<file path="config.mk">
export PLATFORM = sky130hd
export DESIGN_NAME = alu_seq
export DESIGN_NICKNAME = d
export VERILOG_FILES = /design/src/rtl/alu_pkg.sv /design/src/rtl/alu_iter_muldiv.sv /design/src/rtl/alu_seq.sv
export SDC_FILE = /design/constraint.sdc
export NUM_CORES = 1
export LEC_CHECK = 0
export ABC_AREA = 0
export BUFFER_PORTS_ARGS = -buffer_cell sky130_fd_sc_hd__buf_2
export CAP_MARGIN = 30
export CORE_MARGIN = 5
export CORE_UTILIZATION = 55
export DETAILED_ROUTE_END_ITERATION = 7
export PLACE_DENSITY = 0.7
export SETUP_SLACK_MARGIN = 0.02
export SKIP_CTS_REPAIR_TIMING = 1
export SYNTH_ARGS = -nofsm -noshare
export SYNTH_HDL_FRONTEND = slang
export SYNTH_SLANG_ARGS = --single-unit
</file>
<file path="constraint.sdc">
create_clock -name clk -period 4.7 [get_ports clk]
set_input_delay 1.175 -clock clk [delete_from_list [all_inputs] [get_ports clk]]
set_output_delay 1.175 -clock clk [all_outputs]
set_load 0.01 [all_outputs]
</file>
<file path="src/rtl/alu_pkg.sv">
// alu_pkg: opcode encodings, FSM state type and flag bit positions shared by alu_seq and its bench
package alu_pkg;
  localparam logic [5:0] OP_ADD = 6'h0A;
  localparam logic [5:0] OP_SUB = 6'h0B;
  localparam logic [5:0] OP_LSR = 6'h0C;
  localparam logic [5:0] OP_LSL = 6'h0D;
  localparam logic [5:0] OP_RSR = 6'h0E;
  localparam logic [5:0] OP_RSL = 6'h0F;
  localparam logic [5:0] OP_MOV = 6'h10;
  localparam logic [5:0] OP_MUL = 6'h11;
  localparam logic [5:0] OP_DIV = 6'h12;
  localparam logic [5:0] OP_MOD = 6'h13;
  localparam logic [5:0] OP_AND = 6'h14;
  localparam logic [5:0] OP_OR  = 6'h15;
  localparam logic [5:0] OP_XOR = 6'h16;
  localparam logic [5:0] OP_NOT = 6'h17;
  localparam logic [5:0] OP_CMP = 6'h18;
  localparam logic [5:0] OP_TST = 6'h19;
  localparam logic [5:0] OP_INC = 6'h1A;
  localparam logic [5:0] OP_DEC = 6'h1B;
  typedef enum logic [1:0] {S_IDLE, S_BUSY, S_DONE} state_t;
  localparam int FLAG_Z = 3;
  localparam int FLAG_N = 2;
  localparam int FLAG_C = 1;
  localparam int FLAG_O = 0;
endpackage

</file>
<file path="src/rtl/alu_iter_muldiv.sv">
// alu_iter_muldiv: radix-2 iterative unsigned multiplier / restoring divider, one step per cycle
// Ports: clk, rst_n; start/is_div/a/b load an operation; done is high during the final step,
// when hi/lo already present the finished {product hi, lo} or {remainder, quotient}.
module alu_iter_muldiv #(parameter int WIDTH = 16) (
  input  logic             clk,
  input  logic             rst_n,
  input  logic             start,
  input  logic             is_div,
  input  logic [WIDTH-1:0] a,
  input  logic [WIDTH-1:0] b,
  output logic             done,
  output logic [WIDTH-1:0] hi,
  output logic [WIDTH-1:0] lo
);
  localparam int CW = $clog2(WIDTH);
  logic busy_q, busy_d, div_q, div_d, ge;
  logic [CW-1:0] cnt_q, cnt_d;
  logic [WIDTH-1:0] m_q, m_d, hi_q, hi_d, lo_q, lo_d, diff;
  logic [WIDTH:0] sum, sh;
  // mul: hi:lo = accumulator:multiplier, m = multiplicand
  // div: hi:lo = partial remainder:dividend (quotient bits shift in at lo[0]), m = divisor
  always_comb begin
    sum = {1'b0, hi_q} + (lo_q[0] ? {1'b0, m_q} : '0);
    sh = {hi_q, lo_q[WIDTH-1]};
    ge = sh >= {1'b0, m_q};
    diff = sh[WIDTH-1:0] - m_q;
    done = busy_q && cnt_q == CW'(WIDTH - 1);
    busy_d = busy_q;
    cnt_d = cnt_q;
    div_d = div_q;
    m_d = m_q;
    hi_d = hi_q;
    lo_d = lo_q;
    if (start) begin
      busy_d = 1'b1;
      cnt_d = '0;
      div_d = is_div;
      m_d = is_div ? b : a;
      hi_d = '0;
      lo_d = is_div ? a : b;
    end else if (busy_q) begin
      busy_d = !done;
      cnt_d = cnt_q + 1'b1;
      {hi_d, lo_d} = div_q ? {ge ? diff : sh[WIDTH-1:0], lo_q[WIDTH-2:0], ge} : {sum, lo_q[WIDTH-1:1]};
    end
  end
  always_ff @(posedge clk or negedge rst_n)
    if (!rst_n) begin
      busy_q <= 1'b0;
      cnt_q <= '0;
      div_q <= 1'b0;
      m_q <= '0;
      hi_q <= '0;
      lo_q <= '0;
    end else begin
      busy_q <= busy_d;
      cnt_q <= cnt_d;
      div_q <= div_d;
      m_q <= m_d;
      hi_q <= hi_d;
      lo_q <= lo_d;
    end
  assign hi = hi_d;
  assign lo = lo_d;
endmodule

</file>
<file path="src/rtl/alu_seq.sv">
// alu_seq: multi-cycle WIDTH-bit ALU with registered result/flags and valid/ready on both sides
// Ports: in_valid/in_ready + store/opcode/a/b request side; out_valid/out_ready + result,
// flags {Z,N,C,O} and illegal response side; clk with asynchronous active-low rst_n.
module alu_seq
  import alu_pkg::*;
#(parameter int WIDTH = 16, parameter int OPW = 6) (
  input  logic             clk,
  input  logic             rst_n,
  input  logic             in_valid,
  output logic             in_ready,
  input  logic             store,
  input  logic [OPW-1:0]   opcode,
  input  logic [WIDTH-1:0] a,
  input  logic [WIDTH-1:0] b,
  output logic             out_valid,
  input  logic             out_ready,
  output logic [WIDTH-1:0] result,
  output logic [3:0]       flags,
  output logic             illegal
);
  localparam int LW = $clog2(WIDTH);
  state_t state_q, state_d;
  logic [WIDTH-1:0] result_q, result_d, alu_res, md_hi, md_lo, md_res, rot_r, rot_l;
  logic [3:0] flags_q, flags_d, alu_flags;
  logic [OPW-1:0] op_q, op_d;
  logic illegal_q, illegal_d, div0_q, div0_d, alu_c, alu_o, alu_ill, accept, md_start, md_done;
  logic [WIDTH:0] add_s, sub_s, lsr_x, lsl_x;
  logic [LW-1:0] rot_amt, rot_neg;
  alu_iter_muldiv #(.WIDTH(WIDTH)) u_md (
    .clk(clk), .rst_n(rst_n), .start(md_start), .is_div(opcode != OP_MUL),
    .a(a), .b(b), .done(md_done), .hi(md_hi), .lo(md_lo)
  );
  // single-cycle datapath; the extra bit of lsr_x/lsl_x catches the last bit shifted out
  always_comb begin
    add_s = {1'b0, a} + {1'b0, b};
    sub_s = {1'b0, a} - {1'b0, b};
    lsr_x = {a, 1'b0} >> b;
    lsl_x = {1'b0, a} << b;
    rot_amt = b[LW-1:0];
    rot_neg = '0 - rot_amt;
    rot_r = WIDTH'({a, a} >> rot_amt);
    rot_l = WIDTH'({a, a} >> rot_neg);
    alu_res = '0;
    alu_c = 1'b0;
    alu_o = 1'b0;
    alu_ill = 1'b0;
    case (opcode)
      OP_ADD: begin
        alu_res = add_s[WIDTH-1:0];
        alu_c = add_s[WIDTH];
        alu_o = a[WIDTH-1] == b[WIDTH-1] && add_s[WIDTH-1] != a[WIDTH-1];
      end
      OP_SUB, OP_CMP: begin
        alu_res = sub_s[WIDTH-1:0];
        alu_c = sub_s[WIDTH];
        alu_o = a[WIDTH-1] != b[WIDTH-1] && sub_s[WIDTH-1] != a[WIDTH-1];
      end
      OP_LSR: {alu_res, alu_c} = lsr_x;
      OP_LSL: {alu_c, alu_res} = lsl_x;
      OP_RSR: alu_res = rot_r;
      OP_RSL: alu_res = rot_l;
      OP_MOV: alu_res = b;
      OP_AND, OP_TST: alu_res = a & b;
      OP_OR: alu_res = a | b;
      OP_XOR: alu_res = a ^ b;
      OP_NOT: alu_res = ~a;
      OP_INC: begin
        alu_res = a + 1'b1;
        alu_o = &a;
      end
      OP_DEC: begin
        alu_res = a - 1'b1;
        alu_o = ~|a;
      end
      OP_MUL, OP_DIV, OP_MOD: ;
      default: alu_ill = 1'b1;
    endcase
    alu_flags = alu_ill ? flags_q : opcode == OP_MOV ? 4'b0 : {alu_res == '0, alu_res[WIDTH-1], alu_c, alu_o};
  end
  always_comb begin
    accept = in_valid && state_q == S_IDLE;
    md_start = accept && !store && (opcode == OP_MUL || opcode == OP_DIV || opcode == OP_MOD);
    md_res = op_q == OP_MOD ? md_hi : md_lo;
    state_d = state_q;
    result_d = result_q;
    flags_d = flags_q;
    illegal_d = illegal_q;
    op_d = op_q;
    div0_d = div0_q;
    case (state_q)
      S_IDLE: if (accept) begin
        op_d = opcode;
        div0_d = b == '0;
        state_d = md_start ? S_BUSY : S_DONE;
        result_d = md_start ? result_q : store ? a : alu_res;
        flags_d = md_start || store ? flags_q : alu_flags;
        illegal_d = !md_start && !store && alu_ill;
      end
      S_BUSY: if (md_done) begin
        state_d = S_DONE;
        result_d = md_res;
        flags_d = {md_res == '0, md_res[WIDTH-1], 1'b0, op_q == OP_MUL ? |md_hi : div0_q};
        illegal_d = 1'b0;
      end
      default: if (out_ready) state_d = S_IDLE;
    endcase
  end
  always_ff @(posedge clk or negedge rst_n)
    if (!rst_n) begin
      state_q <= S_IDLE;
      result_q <= '0;
      flags_q <= '0;
      illegal_q <= 1'b0;
      op_q <= '0;
      div0_q <= 1'b0;
    end else begin
      state_q <= state_d;
      result_q <= result_d;
      flags_q <= flags_d;
      illegal_q <= illegal_d;
      op_q <= op_d;
      div0_q <= div0_d;
    end
  assign in_ready = state_q == S_IDLE;
  assign out_valid = state_q == S_DONE;
  assign result = result_q;
  assign flags = flags_q;
  assign illegal = illegal_q;
endmodule
</file>
Word-level counts from Yosys, hierarchy flattened
Cells that the tools add are included.
{"block": "totals", "regBits": 84, "word_cells": 133}
{"block": "classes", "addsub": 8, "n_lt_le_gt_ge": 1, "eq_ne": 33, "shifts": 4, "n_mux": 38, "bitwise_logic": 4, "n_reduce_logical": 33}
{"cell": "16-bit 2-to-1 mux", "count": 13}
{"cell": "16-bit one-hot mux with 13 select lines", "count": 1}
{"cell": "6-bit by 5-bit == test with 1-bit output, second input constant", "count": 14}
{"cell": "32-bit by 4-bit >> shifter with 16-bit output", "count": 2}
{"cell": "16-bit logical NOT", "count": 3}
{"cell": "6-bit by 4-bit == test with 1-bit output, second input constant", "count": 6}
{"cell": "32-bit 2-to-1 mux", "count": 1}
{"cell": "16-bit one-hot mux with 2 select lines", "count": 1}
{"cell": "16-bit OR reduction", "count": 2}
{"cell": "4-bit 2-to-1 mux", "count": 7}
{"cell": "18-bit OR reduction", "count": 1}
{"cell": "16-bit by 16-bit adder with 17-bit output", "count": 1}
{"cell": "16-bit by 17-bit adder with 17-bit output", "count": 1}
{"cell": "17-bit by 16-bit >= comparator with 1-bit output", "count": 1}
{"cell": "16-bit by 16-bit << shifter with 17-bit output", "count": 1}
{"cell": "17-bit by 16-bit >> shifter with 17-bit output", "count": 1}
{"cell": "16-bit by 16-bit subtractor with 17-bit output", "count": 1}
{"cell": "16-bit by 1-bit adder with 16-bit output, second input constant", "count": 1}
{"cell": "16-bit bitwise AND", "count": 1}
{"cell": "16-bit NOT", "count": 1}
{"cell": "16-bit OR", "count": 1}
{"cell": "16-bit AND reduction", "count": 1}
{"cell": "16-bit by 1-bit subtractor with 16-bit output, second input constant", "count": 1}
{"cell": "16-bit subtractor", "count": 1}
{"cell": "other kinds (28)", "count": 57}

Depth between registers and ports, before layout
{"block": "depth", "word_depth": 9, "mapped_depth": 17, "ltp_nobuf": 14}

Modules after synthesis
From an unflattened synthesis, not the netlist that was laid out.
{"block": "unflattened", "cells_unflattened": 1632, "area_unflattened_um2": 12430.7}
{"mod": "alu_seq", "n_inst": 1, "cells_per_inst": 1096, "area_each_um2": 7808.7}
{"mod": "alu_iter_muldiv", "n_inst": 1, "cells_per_inst": 536, "area_each_um2": 4621.9}

Least setup slack after synthesis
OpenSTA, ideal clock, no wires.
{"block": "synth_timing", "kind": "in2reg", "from": "in opcode[4]", "to": "reg flags_q[3], in the netlist flags[3]", "setup_time_ns": 0.067, "arrival_ns": 4.381, "path_slack_ns": 0.253, "cell_stages": 17, "cell_sequence": "clkbuf_1 nor4bb_1 buf_2 nand2_1 clkbuf_1 xnor2_1 ha_1 or4_1 nor3_1 o21ai_0 a31oi_1 nand3_1 a221oi_1 nand3_1 nor4_1 a41oi_1 nand2_1"}
{"block": "synth_between", "elab_chain_cells": 9}
{"element": "from (decl)", "line_no": "alu_seq.sv:12", "rtl": "input logic [OPW-1:0] opcode,"}
{"element": "6-bit by 5-bit == test with 1-bit output, or another cell as far along", "line_no": "alu_seq.sv:47", "rtl": "case (opcode)"}
{"element": "2-bit OR reduction, or another cell as far along"}
{"element": "16-bit one-hot mux with 13 select lines or 1-bit logical OR (tied branches)", "line_no": "alu_seq.sv:47, alu_seq.sv:82"}
{"element": "16-bit logical NOT or 1-bit logical AND (tied branches)", "line_no": "alu_seq.sv:78, alu_seq.sv:82"}
{"element": "4-bit 2-to-1 mux or 16-bit 2-to-1 mux (tied branches)", "line_no": "alu_seq.sv:78, alu_iter_muldiv.sv:34"}
{"element": "4-bit 2-to-1 mux or 16-bit 2-to-1 mux (tied branches)", "line_no": "alu_seq.sv:78, alu_seq.sv:83"}
{"element": "4-bit 2-to-1 mux or 16-bit logical NOT (tied branches)", "line_no": "alu_seq.sv:96, alu_seq.sv:102"}
{"element": "4-bit 2-to-1 mux (on tied branches)", "line_no": "alu_seq.sv:91, alu_seq.sv:99"}
{"element": "4-bit one-hot mux with 2 select lines", "line_no": "alu_seq.sv:90", "rtl": "case (state_q)"}
{"element": "to (signal assigned)", "line_no": "alu_seq.sv:119", "rtl": "flags_q <= flags_d;"}
{"element": "to (decl)", "line_no": "alu_seq.sv:24", "rtl": "logic [3:0] flags_q, flags_d, alu_flags;"}
Several ways; a longest one is shown, not always the timed one. The select of a mux whose other input is x is not followed.
A chain may end at the register's enable or synchronous reset.

Worst setup path in the final report
{"block": "layout_timing", "from": "in opcode[4]", "to": "reg result_q[8], in the netlist result[8]"}
{"block": "layout_between", "elab_chain_cells": 8}
{"element": "parallel branches: the longest is 8 deep, another holds 16-bit one-hot mux with 13 select lines"}
{"element": "to (signal assigned)", "line_no": "alu_seq.sv:118", "rtl": "result_q <= result_d;"}
{"element": "to (decl)", "line_no": "alu_seq.sv:23", "rtl": "logic [WIDTH-1:0] result_q, result_d, alu_res, md_hi, md_lo, md_res, rot_r, rot_l;"}
Parallel ways; which one is timed is not known. The select of a mux whose other input is x is not followed.

==> load_flow_metrics.sql <==
INSERT INTO impl_metrics (metric_group, metric, value, unit) VALUES
('critical_path', 'crit_arrival', '4.53', 'ns'),
('sta', 'hold_viol_final', '0', ''),
('logic_synthesis', 'ys_seq_area_share', '16.3', '%'),
('global_routing', 'grt_util_all_layers', '43.5', '%'),
('routing', 'num_vias', '15459', ''),
('critical_path', 'worst_path_maximum_fanout', '13', ''),
('critical_path', 'slowest_stage_delay_cp', '0.76', 'ns'),
('flow_run', 'cap_violations', '0', ''),
('logic_synthesis', 'synth_enable_flop_cells', '0', ''),
('routing', 'detail_route.drc_violations', '0', ''),
('routing', 'route.detailed.vias_per_inst', '7.20', ''),
('sta', 'max_slew_headroom', '36.3', '%'),
('finish', 'stdcell_area', '14400', 'um2'),
('pwr', 'power_per_cell_area', '375', 'nW/um2'),
('placement', 'placed_inst_area', '14100', 'um2'),
('global_routing', 'grt_first_pass_wirelength', '89000', 'um'),
('logic_synthesis', 'post_synth.cell_area_avg', '7.37', 'um2'),
('routing', 'detail-route-antenna-nets', '0', ''),
('critical_path', 'worstReg2RegEnd', 'flags[0]', ''),
('logic_synthesis', 'area_contributors_post_synth', 'sky130_fd_sc_hd__dfrtp_1 (16%), sky130_fd_sc_hd__ha_1 (8.1%), sky130_fd_sc_hd__mux2i_1 (5.3%), sky130_fd_sc_hd__nand2_1 (5.2%), sky130_fd_sc_hd__nor2_1 (4.8%)', ''),
('logic_synthesis', 'synth_top_flop_cell', 'sky130_fd_sc_hd__dfrtp_1', ''),
('finish', 'fill_cells', '2193', ''),
('logic_synthesis', 'yosysMostFrequentCell', 'sky130_fd_sc_hd__nand2_1', ''),
('clock_tree', 'clockRootBuffer', 'sky130_fd_sc_hd__clkbuf_16', ''),
('finish', 'area.growth.synth_to_final', '12.2', '%'),
('logic_synthesis', 'yosysTopAreaCell', 'sky130_fd_sc_hd__dfrtp_1', ''),
('placement', 'gp_congestion', '1.07', ''),
('logic_synthesis', 'yosysWarningCount', '0', ''),
('critical_path', 'rr_startpoint', 'u_md.hi_q[13]', ''),
('sta', 'timing.clock.skew', '0.00815', 'ns'),
('floorplan', 'die_area', '26600', 'um2'),
('routing', 'initial_detailed_routing_violation_count', '1773', ''),
('hold_path', 'hold_end', 'op_q[2]', ''),
('routing', 'drt_pre_antenna_iters', '8', ''),
('critical_path', 'end_kind', 'flip-flop', ''),
('logic_synthesis', 'synth_seq_cells', '84', ''),
('sta', 'setup_viol', '0', ''),
('sta', 'min_period_over_period', '92.0', '%'),
('clock_tree', 'clock_latency', '0.34', 'ns'),
('clock_tree', 'h-tree-depth', '3', ''),
('global_routing', 'first_global_vias', '14938', ''),
('clock_tree', 'worst_setup_hold_path_clk_slew', '0.07', 'ns'),
('finish', 'final_nets', '1953', ''),
('critical_path', 'slowest_stage', 'sky130_fd_sc_hd__a222oi_1', ''),
('logic_synthesis', 'netlist_instances', '1745', ''),
('floorplan', 'rows', '56', ''),
('clock_tree', 'cts_inserted_buffers', '9', ''),
('critical_path', 'slack_of_the_worst_reg_to_reg_path', '0.48', 'ns'),
('critical_path', 'path_class', 'input port to flip-flop', ''),
('placement', 'detailedPlacementHpwl', '46300', 'um'),
('finish', 'final_layout_size_suffix_gt1_share', '15.7', '%'),
('critical_path', 'startpoint_type', 'input port', ''),
('routing', 'drt-total-wl', '59100', 'um'),
('logic_synthesis', 'syn-cell-area', '12900', 'um2'),
('status', 'status', 'complete, no violations', ''),
('sta', 'timing_max_transition_violations_final', '0', ''),
('floorplan', 'floorplan.die.width', '163', 'um'),
('sta', 'period_minus_slack', '4.33', 'ns'),
('clock_tree', 'clock-sinks', '84', ''),
('pwr', 'peak_vdd_ir', '0.000271', 'V'),
('critical_path', 'path_common_cell', 'sky130_fd_sc_hd__buf_4', ''),
('logic_synthesis', 'synth.top_cells.by_count', 'sky130_fd_sc_hd__nand2_1 (179), sky130_fd_sc_hd__nor2_1 (165), sky130_fd_sc_hd__a21oi_1 (110)', ''),
('logic_synthesis', 'async_flop_share', '100', '%'),
('floorplan', 'count_of_pins_on_the_block_boundary', '66', ''),
('floorplan', 'die_h', '163', 'um'),
('sta', 'rsz0062_at_grt', 'false', ''),
('logic_synthesis', 'postSynthNetCount', '1875', ''),
('logic_synthesis', 'synth.distinct_cells', '99', ''),
('global_routing', 'gr-total-overflow', '0', ''),
('sta', 'worst-slew-pin-transition', '0.954', 'ns'),
('critical_path', 'worst_r2r_path_depth', '12', '');
-- worst max path at each step --
stage,cells past startpoint,startpoint,endpoint
after floorplan,17,opcode[4],flags[3]
after global placement,16,opcode[3],result[14]
after detailed placement,16,opcode[3],flags[3]
after CTS,16,opcode[3],flags[3]
after global routing,16,opcode[3],flags[3]
final,12,opcode[4],result[8]
-- flip-flops by register name, indices dropped and copies added, names as in the netlist, 2 cells and up --
register,cells
u_md.lo_q,16
op_q,6
flags,4
u_md.m_q,16
result,16
state_q,2
u_md.cnt_q,4
u_md.hi_q,16
-- metal layers --
layer | GRT usage, % | vias to the layer above | routed length, um
met5 | 0 | - | 27
met4 | 33.5 | 4 | 5820
met3 | 8.99 | 336 | 6750
met2 | 68.8 | 1199 | 26000
met1 | 51.7 | 7213 | 20500
li1 | - | 6707 | -
-- through the flow --
stage	worst slack [ns]	instances	hold WS (ns)	power, mW	util [%]
global placement	0.185	2130	0.456	4.43	60.6
detailed placement	0.0991	2131	0.464	4.49	60.6
finish	0.374	2148	0.484	5.42	62.0
CTS	0.437	2147	0.478	5.28	62.0
floorplan	0.253	1745	0.442	3.35	-
global route	0.185	2147	0.496	5.70	62.0
-- cell families (layout without fill, tap and decap cells) --
group / Yosys count / after routing / synth area share (%)
xor gates and xnor gates: 40 / 40 / 2.78
DFF: 84 / 84 / 16.3
muxes: 110 / 110 / 10.4
buffers and inverters: 217 / 300 / 6.63
other: 0 / 1 / 0
and+or+nand+nor: 636 / 636 / 24.5
adders and majority gates: 87 / 87 / 8.69
AOI/OAI and AO/OA: 571 / 571 / 30.7
-- power by group --
part           switching (mW)  internal, mW  total, mW
Sequential              0.287         0.955       1.24
Clock                   0.289         0.482      0.772
Combinational            2.15          1.26       3.40
Total                    2.72          2.69       5.42
-- layout make-up --
cell class	instances	area [um2]	share of cell area [%]
inverter	87	327	2.26
antenna	1	2.50	0.0173
multi-input combinational	1444	9920	68.7
clock buffer	11	243	1.68
sequential	84	2100	14.6
tap	319	399	2.77
timing repair buffer	197	1360	9.40
clock inverter	5	83.8	0.581
-- cell usage in the layout (no fill, tap or decap), types with 11 or more instances in the layout --
cell type	instances
sky130_fd_sc_hd__ha_1	83
sky130_fd_sc_hd__buf_2	64
sky130_fd_sc_hd__nand2b_1	17
sky130_fd_sc_hd__nand2_1	178
sky130_fd_sc_hd__a22oi_1	14
sky130_fd_sc_hd__nand4_1	23
sky130_fd_sc_hd__nor4_1	23
sky130_fd_sc_hd__inv_1	84
sky130_fd_sc_hd__or3_1	16
sky130_fd_sc_hd__nor3_1	45
sky130_fd_sc_hd__a22o_1	12
sky130_fd_sc_hd__mux2_2	23
sky130_fd_sc_hd__a211oi_1	37
sky130_fd_sc_hd__a221oi_1	12
sky130_fd_sc_hd__a31oi_1	19
sky130_fd_sc_hd__mux4_2	16
sky130_fd_sc_hd__o21ai_1	11
sky130_fd_sc_hd__and2_1	32
sky130_fd_sc_hd__nand3_1	46
sky130_fd_sc_hd__o22ai_1	21
sky130_fd_sc_hd__a21o_1	21
sky130_fd_sc_hd__o211ai_1	44
sky130_fd_sc_hd__o21a_1	18
sky130_fd_sc_hd__xnor2_1	30
sky130_fd_sc_hd__dfrtp_1	84
sky130_fd_sc_hd__buf_4	130
sky130_fd_sc_hd__mux2i_1	68
sky130_fd_sc_hd__a21oi_1	110
sky130_fd_sc_hd__nor2_1	165
sky130_fd_sc_hd__nor2b_1	11
sky130_fd_sc_hd__o31ai_1	11
sky130_fd_sc_hd__o21ai_0	105
-- critical path: cells and delay by family --
family	cells	cell delay, ns
compound gates	4	1.56
simple gates	3	0.90
mux	2	0.45
buf+inv	3	0.42
Note: power is estimated with default switching activity, not from simulation.
